==> config.mk <==
export PLATFORM = sky130hd
export DESIGN_NAME = mem_access_stage
export DESIGN_NICKNAME = d
export VERILOG_FILES = /design/src/rtl/mem_access_stage.sv
export SDC_FILE = /design/constraint.sdc
export NUM_CORES = 1
export LEC_CHECK = 0
export ABC_AREA = 1
export BUFFER_PORTS_ARGS = -buffer_cell sky130_fd_sc_hd__buf_2
export CAP_MARGIN = 10
export CELL_PAD_IN_SITES_DETAIL_PLACEMENT = 1
export CELL_PAD_IN_SITES_GLOBAL_PLACEMENT = 1
export CORE_MARGIN = 2
export CORE_UTILIZATION = 35
export DETAILED_ROUTE_END_ITERATION = 6
export PLACE_DENSITY = 0.77
export SLEW_MARGIN = 20
export SYNTH_ARGS = -nofsm -noshare
export SYNTH_HDL_FRONTEND = slang
export SYNTH_SLANG_ARGS = --single-unit
==> constraint.sdc <==
create_clock -name clk -period 3.65 [get_ports clk]
set_clock_uncertainty 0.1 [all_clocks]
set_input_delay 0.365 -clock clk [delete_from_list [all_inputs] [get_ports clk]]
set_output_delay 0.365 -clock clk [all_outputs]
set_load 0.02 [all_outputs]
==> src/rtl/mem_access_stage.sv <==
// ============================================================================
// Module   : mem_access_stage
// Purpose  : Memory-access pipeline stage between execute and write-back.
//            Issues loads and stores to a variable-latency data memory over a
//            req/ack handshake. Stalls upstream while an access is
//            outstanding. Registers the result, the load data and the
//            destination info into the MA pipeline register.
// Ports    : clk, rst                      - clock, async active-high reset
//            valid_ex, ctrl_ex, res_ex,
//            reg_data_ex, dest_idx_ex,
//            dest_we_ex                    - instruction from EX
//            mem_req, mem_we, mem_addr,
//            mem_wdata, mem_rdata, mem_ack - data-memory handshake
//            stall_ma                      - upstream freeze (combinational)
//            valid_ma, ctrl_ma, res_ma,
//            data_ma, dest_idx_ma,
//            dest_we_ma, err_ma            - MA pipeline register
// Options  : `define MA_TIMEOUT_EN to abort an access that waits MAX_WAIT
//            cycles without ack (commits with err_ma=1).
// Revision : 1.0 - initial release
// ============================================================================
`default_nettype none

module mem_access_stage #(
  parameter int                DATA_W   = 16,
  parameter int                ADDR_W   = 16,
  parameter int                IDX_W    = 5,
  parameter int                CTRL_W   = 4,
  parameter logic [CTRL_W-1:0] LOAD_OP  = 4'b1100,
  parameter logic [CTRL_W-1:0] STORE_OP = 4'b1110,
  parameter int                MAX_WAIT = 15
) (
  input  logic              clk,
  input  logic              rst,
  input  logic              valid_ex,
  input  logic [CTRL_W-1:0] ctrl_ex,
  input  logic [DATA_W-1:0] res_ex,
  input  logic [DATA_W-1:0] reg_data_ex,
  input  logic [IDX_W-1:0]  dest_idx_ex,
  input  logic              dest_we_ex,
  output logic              mem_req,
  output logic              mem_we,
  output logic [ADDR_W-1:0] mem_addr,
  output logic [DATA_W-1:0] mem_wdata,
  input  logic [DATA_W-1:0] mem_rdata,
  input  logic              mem_ack,
  output logic              stall_ma,
  output logic              valid_ma,
  output logic [CTRL_W-1:0] ctrl_ma,
  output logic [DATA_W-1:0] res_ma,
  output logic [DATA_W-1:0] data_ma,
  output logic [IDX_W-1:0]  dest_idx_ma,
  output logic              dest_we_ma,
  output logic              err_ma
);

  typedef enum logic [0:0] {
    ST_IDLE = 1'b0,
    ST_WAIT = 1'b1
  } state_t;

  state_t            state_q, state_d;

  // Hold register: the memory op being waited on
  logic [CTRL_W-1:0] hold_ctrl_q,  hold_ctrl_d;
  logic [DATA_W-1:0] hold_res_q,   hold_res_d;
  logic [DATA_W-1:0] hold_wdata_q, hold_wdata_d;
  logic [IDX_W-1:0]  hold_idx_q,   hold_idx_d;
  logic              hold_we_q,    hold_we_d;

  // MA pipeline register
  logic              valid_ma_q,    valid_ma_d;
  logic [CTRL_W-1:0] ctrl_ma_q,     ctrl_ma_d;
  logic [DATA_W-1:0] res_ma_q,      res_ma_d;
  logic [DATA_W-1:0] data_ma_q,     data_ma_d;
  logic [IDX_W-1:0]  dest_idx_ma_q, dest_idx_ma_d;
  logic              dest_we_ma_q,  dest_we_ma_d;
  logic              err_ma_q,      err_ma_d;

  logic              w_is_load_ex;
  logic              w_is_store_ex;
  logic              w_mop_ex;
  logic              w_hold_store;
  logic              w_timeout;
  logic              w_mem_req;
  logic              w_mem_we;
  logic [ADDR_W-1:0] w_mem_addr;
  logic [DATA_W-1:0] w_mem_wdata;
  logic              w_stall;

  assign w_is_load_ex  = (ctrl_ex == LOAD_OP);
  assign w_is_store_ex = (ctrl_ex == STORE_OP);
  assign w_mop_ex      = valid_ex && (w_is_load_ex || w_is_store_ex);
  assign w_hold_store  = (hold_ctrl_q == STORE_OP);

`ifdef MA_TIMEOUT_EN
  localparam int                CNT_W      = $clog2(MAX_WAIT + 1);
  localparam logic [CNT_W-1:0]  C_MAX_WAIT = CNT_W'(MAX_WAIT);

  logic [CNT_W-1:0] wait_cnt_q, wait_cnt_d;

  // An ack arriving on the limit cycle takes priority over the abort
  assign w_timeout = (state_q == ST_WAIT) && (wait_cnt_q == C_MAX_WAIT) && !mem_ack;

  always_comb begin
    wait_cnt_d = '0;
    if ((state_q == ST_WAIT) && !mem_ack && !w_timeout) begin
      wait_cnt_d = wait_cnt_q + CNT_W'(1);
    end
  end

  always_ff @(posedge clk or posedge rst) begin
    if (rst) begin
      wait_cnt_q <= '0;
    end else begin
      wait_cnt_q <= wait_cnt_d;
    end
  end
`else
  logic w_unused_max_wait;
  assign w_timeout         = 1'b0;
  assign w_unused_max_wait = (MAX_WAIT > 0);
`endif

  always_comb begin
    state_d       = state_q;
    hold_ctrl_d   = hold_ctrl_q;
    hold_res_d    = hold_res_q;
    hold_wdata_d  = hold_wdata_q;
    hold_idx_d    = hold_idx_q;
    hold_we_d     = hold_we_q;

    valid_ma_d    = 1'b0;
    ctrl_ma_d     = ctrl_ex;
    res_ma_d      = res_ex;
    data_ma_d     = '0;
    dest_idx_ma_d = dest_idx_ex;
    dest_we_ma_d  = 1'b0;
    err_ma_d      = 1'b0;

    w_mem_req     = 1'b0;
    w_mem_we      = 1'b0;
    w_mem_addr    = '0;
    w_mem_wdata   = '0;
    w_stall       = 1'b0;

    case (state_q)
      ST_IDLE: begin
        valid_ma_d   = valid_ex;
        dest_we_ma_d = dest_we_ex;
        if (w_mop_ex) begin
          w_mem_req   = 1'b1;
          w_mem_we    = w_is_store_ex;
          w_mem_addr  = res_ex[ADDR_W-1:0];
          w_mem_wdata = w_is_store_ex ? reg_data_ex : '0;
          if (mem_ack) begin
            data_ma_d    = w_is_store_ex ? '0 : mem_rdata;
            dest_we_ma_d = w_is_store_ex ? 1'b0 : dest_we_ex;
          end else begin
            // Park the op and insert a bubble until memory answers
            w_stall      = 1'b1;
            state_d      = ST_WAIT;
            hold_ctrl_d  = ctrl_ex;
            hold_res_d   = res_ex;
            hold_wdata_d = reg_data_ex;
            hold_idx_d   = dest_idx_ex;
            hold_we_d    = dest_we_ex;
            valid_ma_d   = 1'b0;
            dest_we_ma_d = 1'b0;
          end
        end
      end

      ST_WAIT: begin
        // EX is frozen; everything comes from the hold register
        ctrl_ma_d     = hold_ctrl_q;
        res_ma_d      = hold_res_q;
        dest_idx_ma_d = hold_idx_q;
        w_mem_req     = !w_timeout;
        w_mem_we      = w_mem_req && w_hold_store;
        w_mem_addr    = w_mem_req ? hold_res_q[ADDR_W-1:0] : '0;
        w_mem_wdata   = (w_mem_req && w_hold_store) ? hold_wdata_q : '0;
        if (mem_ack) begin
          state_d      = ST_IDLE;
          valid_ma_d   = 1'b1;
          data_ma_d    = w_hold_store ? '0 : mem_rdata;
          dest_we_ma_d = w_hold_store ? 1'b0 : hold_we_q;
        end else if (w_timeout) begin
          state_d      = ST_IDLE;
          valid_ma_d   = 1'b1;
          err_ma_d     = 1'b1;
        end else begin
          w_stall      = 1'b1;
        end
      end

      default: begin
        state_d = ST_IDLE;
      end
    endcase
  end

  always_ff @(posedge clk or posedge rst) begin
    if (rst) begin
      state_q       <= ST_IDLE;
      hold_ctrl_q   <= '0;
      hold_res_q    <= '0;
      hold_wdata_q  <= '0;
      hold_idx_q    <= '0;
      hold_we_q     <= 1'b0;
      valid_ma_q    <= 1'b0;
      ctrl_ma_q     <= '0;
      res_ma_q      <= '0;
      data_ma_q     <= '0;
      dest_idx_ma_q <= '0;
      dest_we_ma_q  <= 1'b0;
      err_ma_q      <= 1'b0;
    end else begin
      state_q       <= state_d;
      hold_ctrl_q   <= hold_ctrl_d;
      hold_res_q    <= hold_res_d;
      hold_wdata_q  <= hold_wdata_d;
      hold_idx_q    <= hold_idx_d;
      hold_we_q     <= hold_we_d;
      valid_ma_q    <= valid_ma_d;
      ctrl_ma_q     <= ctrl_ma_d;
      res_ma_q      <= res_ma_d;
      data_ma_q     <= data_ma_d;
      dest_idx_ma_q <= dest_idx_ma_d;
      dest_we_ma_q  <= dest_we_ma_d;
      err_ma_q      <= err_ma_d;
    end
  end

  // Combinational outputs are forced quiet during reset so an in-flight
  // request is dropped the moment rst rises.
  assign mem_req     = w_mem_req & ~rst;
  assign mem_we      = w_mem_we & ~rst;
  assign mem_addr    = rst ? '0 : w_mem_addr;
  assign mem_wdata   = rst ? '0 : w_mem_wdata;
  assign stall_ma    = w_stall & ~rst;

  assign valid_ma    = valid_ma_q;
  assign ctrl_ma     = ctrl_ma_q;
  assign res_ma      = res_ma_q;
  assign data_ma     = data_ma_q;
  assign dest_idx_ma = dest_idx_ma_q;
  assign dest_we_ma  = dest_we_ma_q;
  assign err_ma      = err_ma_q;

endmodule

`default_nettype wire

# == Word level (Yosys, flattened, before mapping) ==
# Cells that the tools add are included.
# word_totals
output_inout_bits,79
inputBits,62
word_cells,58
ff_bits,86
# classes
n_mux,34
n_bitwise,6
eq_ne,3
n_reduce_logical,3
# op_table
op,count
16-bit 2-to-1 mux,12
16-bit one-hot mux with 2 select lines,3
"4-bit equality test, second input constant",3
1-bit 2-to-1 mux,12
1-bit one-hot mux with 2 select lines,5
5-bit 2-to-1 mux,1
4-bit 2-to-1 mux,1
1-bit AND,3
1-bit inverter,3
3-bit AND reduction,1
1-bit logical AND,1
1-bit logical OR,1

# == Depth between registers and ports, before layout ==
# logic_depth
depth_word,6
mapped_depth,7
depth_no_buf,6

# == Worst setup path before layout ==
# Ideal clock, no wire load.
# synth_path
kind,input port to output port
start,input port rst
end,output port mem_addr[10]
required_time_ns,3.185
cell_stages,4
t_arrival_ns,2.928
n_path_buf,1
setup_slack_ns,0.257
cell_sequence,inv_1 > nand2_2 > buf_2 > nor2_1
# synth_via
elab_chain_cells,1
# synth_lines
element,line_no,rtl
"start, declared",34,"input logic rst,"
16-bit 2-to-1 mux,239,assign mem_addr = rst ? '0 : w_mem_addr;
"end, declared",43,"output logic [ADDR_W-1:0] mem_addr,"
# No other way between the ends.

# == Worst setup path in the final report ==
# layout_path
start,register state_q
end,output port mem_addr[1]
# layout_via
elab_chain_cells,3
# layout_lines
element,line_no,rtl
"start, declared",62,"state_t state_q, state_d;"
"start signal, assigned",219,state_q <= state_d;
1-bit inverter (no line),-,
16-bit one-hot mux with 2 select lines *,147,case (state_q)
16-bit 2-to-1 mux *,239,
# Mark *: on every way between the ends. The rest lies on a longest branch, timed or not.

==> results.cfg <==
[route]
drt_iter0_markers = 149
route.vias.total = 3751
final_antenna_net_count = 0
via_per_inst = 4.93
wl_um = 11600
drt_pass1_iterations = 5
routedWlPerCell_um = 15.3
drc_errors = 0

[clock_tree]
h-tree-depth = 3
numCtsBuffers = 9
postCtsSetupRepairBufs = 0
cts_hold_buffers = 0
clock_sinks = 86
worst_skew_pair.late_latency_ns = 0.33
cts_tree = done
cts_resized = 0
clockBufferDepth = 2
path_clk_slew_ns = 0.06
cts-root-buf = clkbuf_16

[timing]
hold_viol_final = 0
fin_crit_sh_pct = 71.1
final-setup-viol-count = 0
max_freq_mhz = 385
slew_headroom_pct = 42.5
rsz0062_at_grt = false
fin_setup_tns_ns = 0
slew_viol_final = 0
worst_slew_pin_slew_ns = 0.863
layout_min_cycle_time_ns = 2.60

[worst_setup_path]
r2r_slack_ns = 1.71
path_max_fanout = 58
crit_required_ns = 3.18
startpoint_type = register
crit_type = reg -> out
cp-end-kind = output port
cp_data_arrival_time_ns = 2.13

[global_routing]
grt_pass1_wl_um = 19600
grt_pass1_vias = 3879
grt_max_degree = 69
antenna_found_initial = 0
grt_overflow = 0
track_usage_pct = 19.6

[floorplan]
initial_core_util_pct = 35.6
io-pin-count = 141
die_w_um = 111
fp.dieArea_um2 = 12300
die_y_um = 111
core_area_um2 = 11300
rows = 39

[placement]
io_buffers = 139
dp_hpwl_um = 8240
gp_congestion = 0.795

[logic_synthesis]
synth_top_area_share_pct = 53.7
syn_avg_cell_area_um2 = 8.10
synth_top_family_by_area = simple AND/OR/NAND/NOR gates
ys_types = 19
synth_compound_area_share_pct = 7.24
ys_async_sr_fraction_pct = 100
synthSimpleGateAreaFrac_pct = 29.8
yosysMostFrequentCell = nand2_1
synth-xor-area-share_pct = 0
ys.flop_type = dfrtp_1
synth-seq-cells = 86
synthAdderAreaFrac_pct = 0
yosysWarnings = 0
synthTopCellsByCount = 158 x nand2_1, 86 x dfrtp_1, 49 x nand4_1
synth.area.top_cells = dfrtp_1 54%, nand2_1 15%, nand4_1 7.6%
syn_area_um2 = 4010
synth_edf_count = 0
syn_nets = 557
synthCells = 495
yosysTopAreaCell = dfrtp_1
yosysSeqAreaShare_pct = 53.7
synthMuxAreaShare_pct = 0

[run_status]
status = finished clean

[power_and_ir_drop]
pwr-share-comb_pct = 14.7
leakagePower_nw = 2.81
p_clk_share_pct = 38.9
switching_power_mw = 0.666
swShare_pct = 27.2
intPower_mw = 1.79
power_density_nw_per_um2 = 486
irDropWorstVdd_mv = 0.183
power_frac_seq_pct = 46.4

[min_path]
hold_path.class = in -> async

[finish]
nFillCells = 1408
drive_above_1_share_pct = 27.5
fin_nets = 676
antenna_cells = 0
final_core_util_pct = 44.8
syn_to_final_growth_pct = 25.9

[job]
cap_violations = 0
state kept, by name (all words and copies together) (netlist names), 4 cells and up:
register / count
hold_ctrl_q: 4
hold_wdata_q: 16
hold_res_q: 16
ctrl_ma: 4
data_ma: 16
hold_idx_q: 5
dest_idx_ma: 5
res_ma: 16
kinds of logic (layout without fill, tap and decap cells):
family,Yosys count,in the layout
flip-flops,86,86
AND/OR/NAND/NOR,264,264
buffers and inverters,86,209
other,1,1
AO/OA/AOI/OAI,58,58
per-layer routing:
| layer | GRT usage, % | routed length (um) |
|---|---|---|
| met4 | 5.33 | 166 |
| met3 | 4.32 | 634 |
| met5 | 0 | 0 |
| met2 | 33.5 | 5830 |
| met1 | 25.3 | 5010 |
cell type report:
type	instances	area, um^2	share of cell area [%]
inverters	51	194	3.84
clock inverters	4	72.6	1.44
repair buffers	143	726	14.4
multi-input cells	323	1490	29.5
clock buffers	11	233	4.61
flip-flops and latches	86	2150	42.7
well taps	143	179	3.54
stage by stage:
stage	hold WS [ns]	setup slack (ns)	power, mW	area [um^2]	std cells
6_report	0.100	1.05	2.45	5050	761
5_1_grt	0.126	0.929	2.59	5050	761
4_1_cts	0.0958	1.05	2.49	5050	761
3_5_place_dp	0.371	1.40	1.52	4740	746
3_3_place_gp	0.363	1.51	1.49	4740	746
2_1_floorplan	0.344	0.257	1.38	4010	495
worst paths after layout:
| path | cells after the start | to | from |
|---|---|---|---|
| setup / recovery | 6 | mem_addr[1] | state_q |
| hold / removal | 2 | hold_ctrl_q[3] | rst |
| setup reg to reg | 6 | dest_we_ma | hold_ctrl_q[0] |
| hold reg to reg | 2 | hold_idx_q[3] | hold_idx_q[3] |
| max in group asynchronous | 3 | state_q | rst |
| min in group clk | 3 | dest_idx_ma[0] | dest_idx_ex[0] |
power groups by stage:
stage | registers [mW] | logic [mW] | clock network (mW)
after global routing | 1.15 | 0.410 | 1.02
after detailed placement | 1.16 | 0.366 | 0
final | 1.14 | 0.361 | 0.954
after global placement | 1.15 | 0.347 | 0
after CTS | 1.14 | 0.368 | 0.978
after floorplan | 1.17 | 0.211 | 0
critical path, cell delays in order, from the launching register on:
cell	delay, ns
dfrtp_2	0.60
buf_4	0.54
nand2_1	0.10
o21ai_0	0.12
inv_1	0.08
nor2_1	0.14
buf_2	0.19
cell usage in the layout, fill, tap and decap left out, drive strengths merged:
master,n
nand4,49
nor2,37
conb,1
bufinv,2
dfrtp,86
a21oi,24
buf,143
o21ai,34
nand2,160
clkbuf,11
clkinvlp,1
inv,51
nand3,18
clkinv,1
No activity file was read; power rests on OpenSTA's default activity.
